==> config.mk <==
export PLATFORM = sky130hd
export DESIGN_NAME = wb_port_arbiter
export DESIGN_NICKNAME = d
export VERILOG_FILES = /design/src/rtl/wb_arb_pkg.sv /design/src/rtl/wb_arb_fifo.sv /design/src/rtl/wb_port_arbiter.sv
export SDC_FILE = /design/constraint.sdc
export NUM_CORES = 1
export LEC_CHECK = 0
export ABC_AREA = 1
export CAP_MARGIN = 20
export CORE_MARGIN = 3
export CORE_UTILIZATION = 52
export DETAILED_ROUTE_END_ITERATION = 7
export PLACE_DENSITY = 0.82
export SETUP_SLACK_MARGIN = 0.05
export SLEW_MARGIN = 20
export SYNTH_ARGS = -nofsm -noshare
export SYNTH_HDL_FRONTEND = slang
export SYNTH_HIERARCHICAL = 1
export SYNTH_SLANG_ARGS = --single-unit
==> constraint.sdc <==
create_clock -name clk -period 5.58 [get_ports clk]
set_input_delay 0.558 -clock clk [delete_from_list [all_inputs] [get_ports clk]]
set_output_delay 0.558 -clock clk [all_outputs]
set_load 0.01 [all_outputs]
==> src/rtl/wb_arb_pkg.sv <==
// Shared definitions for the writeback port arbiter.
//   XLEN / REG_ADDR_W : data and register-address widths
//   arb_state_e       : starvation FSM states (IDLE, PENDING, FORCE)
//   fifo_entry_t      : one queued long-unit result {rd, data}
package wb_arb_pkg;
  localparam int XLEN       = 32;
  localparam int REG_ADDR_W = 5;

  typedef enum logic [1:0] {
    IDLE    = 2'd0,
    PENDING = 2'd1,
    FORCE   = 2'd2
  } arb_state_e;

  typedef struct packed {
    logic [REG_ADDR_W-1:0] rd;
    logic [XLEN-1:0]       data;
  } fifo_entry_t;
endpackage

==> src/rtl/wb_arb_fifo.sv <==
// Synchronous result FIFO for the writeback arbiter.
// Ports:
//   clk, rst      : clock, synchronous active-high reset (empties the FIFO)
//   push, push_entry : write push_entry at the clock edge (ignored when full)
//   pop           : drop the head entry at the clock edge (ignored when empty)
//   head          : current head entry (valid when count != 0)
//   count         : occupancy, 0..DEPTH
module wb_arb_fifo
  import wb_arb_pkg::*;
#(
  parameter int DEPTH = 2
) (
  input  logic                     clk,
  input  logic                     rst,
  input  logic                     push,
  input  fifo_entry_t              push_entry,
  input  logic                     pop,
  output fifo_entry_t              head,
  output logic [$clog2(DEPTH):0]   count
);
  localparam int PW = $clog2(DEPTH);
  localparam logic [PW:0] FULL_CNT = DEPTH[PW:0];
  localparam logic [PW:0] CNT_ONE  = {{PW{1'b0}}, 1'b1};
  localparam logic [PW-1:0] PTR_ONE = {{(PW-1){1'b0}}, 1'b1};

  fifo_entry_t   r_mem [DEPTH];
  logic [PW-1:0] r_wptr;
  logic [PW-1:0] r_rptr;
  logic [PW:0]   r_count;
  logic          w_push;
  logic          w_pop;

  assign w_push = push & (r_count != FULL_CNT);
  assign w_pop  = pop & (r_count != '0);

  // Storage is not reset: entries are only ever read behind a valid count.
  always_ff @(posedge clk) begin
    if (w_push) begin
      r_mem[r_wptr] <= push_entry;
    end
  end

  always_ff @(posedge clk) begin
    if (rst) begin
      r_wptr  <= '0;
      r_rptr  <= '0;
      r_count <= '0;
    end else begin
      if (w_push) r_wptr <= r_wptr + PTR_ONE;
      if (w_pop)  r_rptr <= r_rptr + PTR_ONE;
      case ({w_push, w_pop})
        2'b10:   r_count <= r_count + CNT_ONE;
        2'b01:   r_count <= r_count - CNT_ONE;
        default: r_count <= r_count;
      endcase
    end
  end

  assign head  = r_mem[r_rptr];
  assign count = r_count;
endmodule

==> src/rtl/wb_port_arbiter.sv <==
// Register-file write port arbiter between the in-order writeback slot and an
// out-of-band long-latency unit. Pipeline writes always win; long-unit results
// queue in a FIFO and drain into idle slots. A starvation FSM raises pipe_stall
// when the queue head has gone undrained for MAX_WAIT consecutive cycles.
// Optional feature macro: WB_ARB_STATS_EN adds stall_cycles (saturating count
// of cycles with pipe_stall=1, cleared by rst).
// Ports:
//   clk, rst                      : clock, synchronous active-high reset
//   pipe_rf_wb, pipe_rd, pipe_data: writeback stage write request
//   lu_valid, lu_ready, lu_rd, lu_data : long-unit result handshake
//   rf_we, rf_waddr, rf_wdata     : register-file write port (combinational)
//   pipe_stall                    : registered bubble request to upstream
//   buf_count                     : FIFO occupancy
//   stall_cycles                  : (WB_ARB_STATS_EN only) stall statistics
//   dbg_state                     : current FSM state (arb_state_e encoding)
//
// Handshake: a long-unit result transfers on the rising edge where
// lu_valid & lu_ready are both 1. lu_ready depends only on occupancy (never
// on lu_valid or on a same-cycle pop); the producer must hold lu_rd/lu_data
// stable while lu_valid=1 and lu_ready=0.
module wb_port_arbiter
  import wb_arb_pkg::*;
#(
  parameter int DEPTH    = 2,
  parameter int MAX_WAIT = 4
) (
  input  logic                   clk,
  input  logic                   rst,
  input  logic                   pipe_rf_wb,
  input  logic [REG_ADDR_W-1:0]  pipe_rd,
  input  logic [XLEN-1:0]        pipe_data,
  input  logic                   lu_valid,
  output logic                   lu_ready,
  input  logic [REG_ADDR_W-1:0]  lu_rd,
  input  logic [XLEN-1:0]        lu_data,
  output logic                   rf_we,
  output logic [REG_ADDR_W-1:0]  rf_waddr,
  output logic [XLEN-1:0]        rf_wdata,
  output logic                   pipe_stall,
  output logic [$clog2(DEPTH):0] buf_count,
`ifdef WB_ARB_STATS_EN
  output logic [31:0]            stall_cycles,
`endif
  output logic [1:0]             dbg_state
);
  localparam int CW = $clog2(DEPTH) + 1;
  localparam logic [CW-1:0] FULL_CNT   = DEPTH[CW-1:0];
  localparam logic [CW-1:0] CNT_ONE    = {{(CW-1){1'b0}}, 1'b1};
  localparam logic [7:0]    MAX_WAIT_C = MAX_WAIT[7:0];

  arb_state_e    r_state;
  arb_state_e    w_state_next;
  logic [7:0]    r_wait;
  logic [7:0]    w_wait_next;
  logic [7:0]    w_wait_inc;
  logic          r_pipe_stall;

  logic          w_slot_busy;
  logic          w_fifo_nempty;
  logic          w_push;
  logic          w_store;
  logic          w_pop;
  logic          w_last_pop;
  fifo_entry_t   w_head;
  fifo_entry_t   w_push_entry;
  logic [CW-1:0] w_count;

  // A writeback to x0 is a free slot: no write happens, so the queue may use it.
  assign w_slot_busy   = pipe_rf_wb & (pipe_rd != '0);
  assign w_fifo_nempty = (w_count != '0);

  assign lu_ready = (w_count < FULL_CNT) & ~rst;
  assign w_push   = lu_valid & lu_ready;
  // Results for x0 complete the handshake but are never stored.
  assign w_store  = w_push & (lu_rd != '0);
  assign w_pop    = ~rst & ~w_slot_busy & w_fifo_nempty;
  // The queue becomes empty at this edge.
  assign w_last_pop = w_pop & ~w_store & (w_count == CNT_ONE);

  assign w_push_entry = '{rd: lu_rd, data: lu_data};

  wb_arb_fifo #(.DEPTH(DEPTH)) u_fifo (
    .clk        (clk),
    .rst        (rst),
    .push       (w_store),
    .push_entry (w_push_entry),
    .pop        (w_pop),
    .head       (w_head),
    .count      (w_count)
  );

  always_comb begin
    rf_we    = 1'b0;
    rf_waddr = '0;
    rf_wdata = '0;
    if (!rst) begin
      if (w_slot_busy) begin
        rf_we    = 1'b1;
        rf_waddr = pipe_rd;
        rf_wdata = pipe_data;
      end else if (w_fifo_nempty) begin
        rf_we    = 1'b1;
        rf_waddr = w_head.rd;
        rf_wdata = w_head.data;
      end
    end
  end

  assign w_wait_inc = r_wait + 8'd1;

  always_comb begin
    w_state_next = r_state;
    w_wait_next  = r_wait;
    case (r_state)
      IDLE: begin
        w_wait_next = '0;
        if (w_store) w_state_next = PENDING;
      end
      PENDING: begin
        if (w_pop) begin
          w_wait_next = '0;
          if (w_last_pop) w_state_next = IDLE;
        end else begin
          w_wait_next = w_wait_inc;
          if (w_wait_inc == MAX_WAIT_C) w_state_next = FORCE;
        end
      end
      FORCE: begin
        // Only a drained head releases the stall; a busy pipe slot keeps it.
        if (w_pop) begin
          w_wait_next  = '0;
          w_state_next = w_last_pop ? IDLE : PENDING;
        end
      end
      default: begin
        w_state_next = IDLE;
        w_wait_next  = '0;
      end
    endcase
  end

  always_ff @(posedge clk) begin
    if (rst) begin
      r_state      <= IDLE;
      r_wait       <= '0;
      r_pipe_stall <= 1'b0;
    end else begin
      r_state      <= w_state_next;
      r_wait       <= w_wait_next;
      r_pipe_stall <= (w_state_next == FORCE);
    end
  end

  assign pipe_stall = r_pipe_stall;
  assign buf_count  = w_count;
  assign dbg_state  = r_state;

`ifdef WB_ARB_STATS_EN
  logic [31:0] r_stall_cycles;

  always_ff @(posedge clk) begin
    if (rst) begin
      r_stall_cycles <= '0;
    end else if (r_pipe_stall && (r_stall_cycles != 32'hFFFF_FFFF)) begin
      r_stall_cycles <= r_stall_cycles + 32'd1;
    end
  end

  assign stall_cycles = r_stall_cycles;
`endif
endmodule

# == Word-level counts from Yosys, hierarchy flattened ==
# Memories as Yosys holds them, arrays and structs flattened. A register that Yosys moved wholly into a read port is not among the register bits.
# Index checks and enable logic that the tools add are counted.
# totals
ramBits,74
mem_count,1
ff_bits,15
out_inout_bits,44
word_cells,64
# memory_table
memory,depth,word_bits,read_ports,rd_clocked_by_memory_dff,wr,line,source
u_fifo.r_mem,2,37,1,1,1,wb_arb_fifo.sv:26,fifo_entry_t r_mem [DEPTH];
# classes
magnitude_cmp,1
n_eq_ne,9
n_bitwise,13
muxes,24
add_sub_neg,5
reduce_logical,5
# op_table
cell,n
$mux 32,3
$mux 8,2
$pmux 8 s2,1
$mux 5,3
$and 1x1->1,10
$mux 2,5
$reduce_bool 5->1,2
$add 8x1->8 const B,1
$eq 8x3->1 const B,1
$mux 1,8
$eq 2x1->1 const B,3
$eq 2x2->1 const B,3
$pmux 2 s3,1
$pmux 2 s2,1
$reduce_bool 2->1,2
$not 1->1,3
$add 1x1->1 const B,2
$add 2x1->2 const B,1
$logic_not 2->1,1
$lt 2x2->1 const B,1
$ne 2x1->1 const B,1
$ne 2x2->1 const B,1
$sub 2x1->2 const B,1

# == Longest topological paths before layout ==
# depth
depth_word,11
depth_mapped,12
depth_no_buf,12

# == Modules after synthesis ==
# The synthesis kept the hierarchy.
# modules_own_cells
mod,cells_each,area_per_inst_um2,seq_area_each_um2,instances
wb_arb_fifo,151,3057.9,2322.2,1
wb_port_arbiter,234,1355.0,220.2,1

# == Least setup slack after synthesis ==
# OpenSTA, ideal clock, no wires.
# synth_timing
path_type,input port to flip-flop
from,input rst
to,"memory u_fifo/r_mem[0][0] (netlist name), enable pin"
arrival_time_ns,2.682
setup_ns,0.431
path_slack_ns,2.467
stages,6
cell_sequence,buf_6 nor3b_1 nand2_1 inv_1 nand2_1 nor2_1
# synth_between
elab_chain_len,7
# synth_rtl
item,line,source
from (decl),wb_port_arbiter.sv:28,"input logic rst,"
$not 1->1,wb_port_arbiter.sv:72,assign lu_ready = (w_count < FULL_CNT) & ~rst;
$and 1x1->1,wb_port_arbiter.sv:72,
$and 1x1->1,wb_port_arbiter.sv:73,assign w_push = lu_valid & lu_ready;
$and 1x1->1,wb_port_arbiter.sv:75,assign w_store = w_push & (lu_rd != '0);
net w_store,wb_port_arbiter.sv:61,logic w_store;
$and 1x1->1,wb_arb_fifo.sv:33,assign w_push = push & (r_count != FULL_CNT);
$mux 1,wb_arb_fifo.sv:38,if (w_push) begin
$mux 1 (not written as such),wb_arb_fifo.sv:39,r_mem[r_wptr] <= push_entry;
to (decl),wb_arb_fifo.sv:26,
# The timed path passes the listed nets, and every way through them passes these cells.

# == Final worst setup path ==
# layout_timing
from,input pipe_rd[2]
to,output rf_waddr[4]
# layout_between
elab_chain_len,4
# layout_rtl
item,line,source
from (decl),wb_port_arbiter.sv:30,"input logic [REG_ADDR_W-1:0] pipe_rd,"
$reduce_bool 5->1,wb_port_arbiter.sv:69,assign w_slot_busy = pipe_rf_wb & (pipe_rd != '0);
$and 1x1->1,wb_port_arbiter.sv:69,
$mux 5,wb_port_arbiter.sv:97,if (w_slot_busy) begin
$mux 5,wb_port_arbiter.sv:96,if (!rst) begin
to (decl),wb_port_arbiter.sv:37,"output logic [REG_ADDR_W-1:0] rf_waddr,"
# No other way between the ends.

==> flow_summary.ini <==
[run_status]
outcome = complete, no violations

[timing]
fmax_ghz = 0.249
setup_viol = 0
fin_crit_sh_pct = 72.0
tightest_slew_ns = 0.828
fin_setup_tns_ns = 0
finalCriticalPeriod_ns = 4.02
drv_slew = 0
hold_viol = 0
fin_skew_ns = 0.00682
rsz0062_at_grt = false
whs_ns = 0.515
fin_ws_ns = 1.56
slew_headroom_pct = 44.5

[synth]
synth_area_mm2 = 0.00441
yosysWarnings = 6
synth_area_leaders = edfxtp_1 50%, mux2_4 10%, dfxtp_1 7.3%
netlist_instances = 385
synthArstFlopShare_pct = 0
synth_flop_cell = edfxtp_1
ys_types = 36
synth-seq-cells = 90
syn-num-nets = 465
avgSynthCellArea_um2 = 11.5
synth_area_leader_cell = edfxtp_1
synth_edf_count = 74
synth_top_area_share_pct = 50.4
ys_seq_area_share_pct = 57.6

[finish]
mostFrequentLayoutCells = 121 x clkdlybuf4s50_1, 74 x edfxtp_1, 60 x nand2_1
nets = 583
area_growth_pct = 33.4
drive_gt1_share_pct = 16.1
n_antenna_cell = 0
final_common_cell = clkdlybuf4s50_1
final_cells = 610

[worst_hold_path]
hold_depth = 2
min_path_type = reg2reg
holdCritStartpoint = r_wait[6]
holdPathEnd = r_wait[6]

[clock_tree]
cts_hold_buf = 0
post-cts-setup-buffers = 0
clock-sinks = 90
cts_made_buffers = 9
tritoncts = yes
clk-insertion-delay-late_ns = 0.36
cts_buffer_depth = 2
h-tree-depth = 3
clock_tree.root_cell = clkbuf_8
cts_resized = 0
clkTransAtPathRegs_ns = 0.09

[drt]
drc_errors = 0
first_iter_violations = 204
wl_per_cell_um = 17.2
ant_nets = 0
first_pass_iters = 4
vias_per_cell = 5.43
wl_um = 10500
routed-via-count = 3313

[setup_path]
startpoint = pipe_rd[2]
slowest_delay_ns = 0.63
crit_path_top_delay_cell = inv_2
rr_endpoint = u_fifo/r_mem[1][12]
cp_max_fo = 39
path_cells = clkdlybuf4s50_1, nor2_1, nand3_2, nand2_4, inv_2, o21ai_2, a211oi_1, clkdlybuf4s50_1
required_ns = 5.02
end_kind = primary output
reg2reg_from = u_fifo/count[1]
r2r_cells = 6
cp-start-kind = primary input
reg2reg_slack_ns = 3.38
crit_top_cell = clkdlybuf4s50_1
cp.arrival_ns = 3.46
critical_path_class = in2out

[global_routing]
grtUsageMet2_pct = 39.6
top_usage_layer = met2
grt_start_max_net_pins = 40
grt_use_met1_pct = 24.1
grt_pass1_vias = 3529
antenna_found_initial = 0
grt_pass1_wl_um = 16700
gr-total-overflow = 0
use_met3_pct = 5.93
grtUsageTotal_pct = 22.0

[place]
placed_cells = 592
port_buffers = 121
gp_congestion = 0.776
place_hpwl_um = 6970
preCtsSetupSlack_ns = 1.58

[pwr]
p_int_mw = 1.13
switching_share_pct = 23.5
p_seq_share_pct = 51.6
irDropWorstVdd_v = 0.000148
leakagePower_nw = 2.03
pwr-share-clk_pct = 32.9
netSwitchingPower_mw = 0.348
combPwrFrac_pct = 15.5
total_power_mw = 1.48
p_per_area_mw_per_mm2 = 251

[die]
dieWidth_um = 98.1
die_y_um = 98.1
die_area_mm2 = 0.00963
initial_utilization_pct = 55.4
placementRows = 32
pin_count = 122
design.core.area_mm2 = 0.00797

[job]
cap_violations = 0
-- worst max-delay path by stage --
stage / slack [ns] / to
after detailed placement: 1.58 / rf_waddr[4]
after global routing: 1.39 / rf_waddr[4]
after CTS: 1.57 / rf_waddr[4]
final: 1.56 / rf_waddr[4]
after floorplan: 2.47 / u_fifo/r_mem[0][0]
after global placement: 1.64 / rf_waddr[4]
-- critical path: cells and delay by family --
kind,cells,cell delay (ns)
AOI/OAI and AO/OA,2,0.73
buffers and inverters,3,1.72
and+or+nand+nor,3,0.44
-- power groups by stage --
| stage | sequential (mW) | clock (mW) | combinational (mW) |
|---|---|---|---|
| 4_1_cts | 0.762 | 0.491 | 0.226 |
| 3_3_place_gp | 0.776 | 0 | 0.219 |
| 3_5_place_dp | 0.778 | 0 | 0.225 |
| 5_1_grt | 0.764 | 0.514 | 0.248 |
| 6_report | 0.762 | 0.485 | 0.229 |
| 2_1_floorplan | 0.776 | 0 | 0.109 |
-- final cells by class --
class,count,area (µm²)
Clock buffer,10,128
Clock inverter,6,91.3
Fill cell,525,2080
Inverter,23,86.3
Multi-Input combinational cell,254,1630
Sequential cell,90,2540
Tap cell,102,128
Timing Repair Buffer,125,1280
-- Yosys cell counts, types with 4 or more instances --
master,instances
nand3_2,5
mux2_4,30
buf_6,6
nor2_1,44
nor2_2,4
mux2_2,7
nand3_1,28
dfxtp_1,16
a21oi_1,36
o21ai_0,7
nor3_1,11
edfxtp_1,74
nand2_1,60
inv_1,19
-- logic make-up (layout without fill, tap and decap cells) --
| family | count (synthesis) | in the layout | share of synthesized area, % |
|---|---|---|---|
| xor gates and xnor gates | 2 | 2 | 0.397 |
| muxes | 37 | 37 | 12.0 |
| DFF | 90 | 90 | 57.6 |
| buffers and inverters | 41 | 164 | 5.84 |
| AOI/OAI and AO/OA | 51 | 51 | 6.58 |
| and+or+nand+nor | 162 | 162 | 17.0 |
| adders and majority gates | 2 | 2 | 0.567 |
-- registers in the layout, summed over array words and instances, names as in the netlist, named ones only --
signal	cells
r_wait	8
pipe_stall	1
u_fifo/count	2
u_fifo/r_wptr	1
u_fifo/r_rptr	1
u_fifo/r_mem	74
dbg_state	2
-- metal layers --
layer / wire, µm / vias to the layer above
met5: 0 / -
met4: 212 / 0
met3: 734 / 21
met2: 5390 / 131
met1: 4130 / 1579
li1: - / 1582
-- metrics by stage --
| stage | instance area [µm²] | utilization (%) |
|---|---|---|
| after floorplan | 4410 | - |
| after global placement | 5610 | 70.4 |
| after detailed placement | 5610 | 70.4 |
| after CTS | 5830 | 73.2 |
| after global routing | 5890 | 73.9 |
| final | 5890 | 73.9 |
No activity file was read; power rests on OpenSTA's default activity.
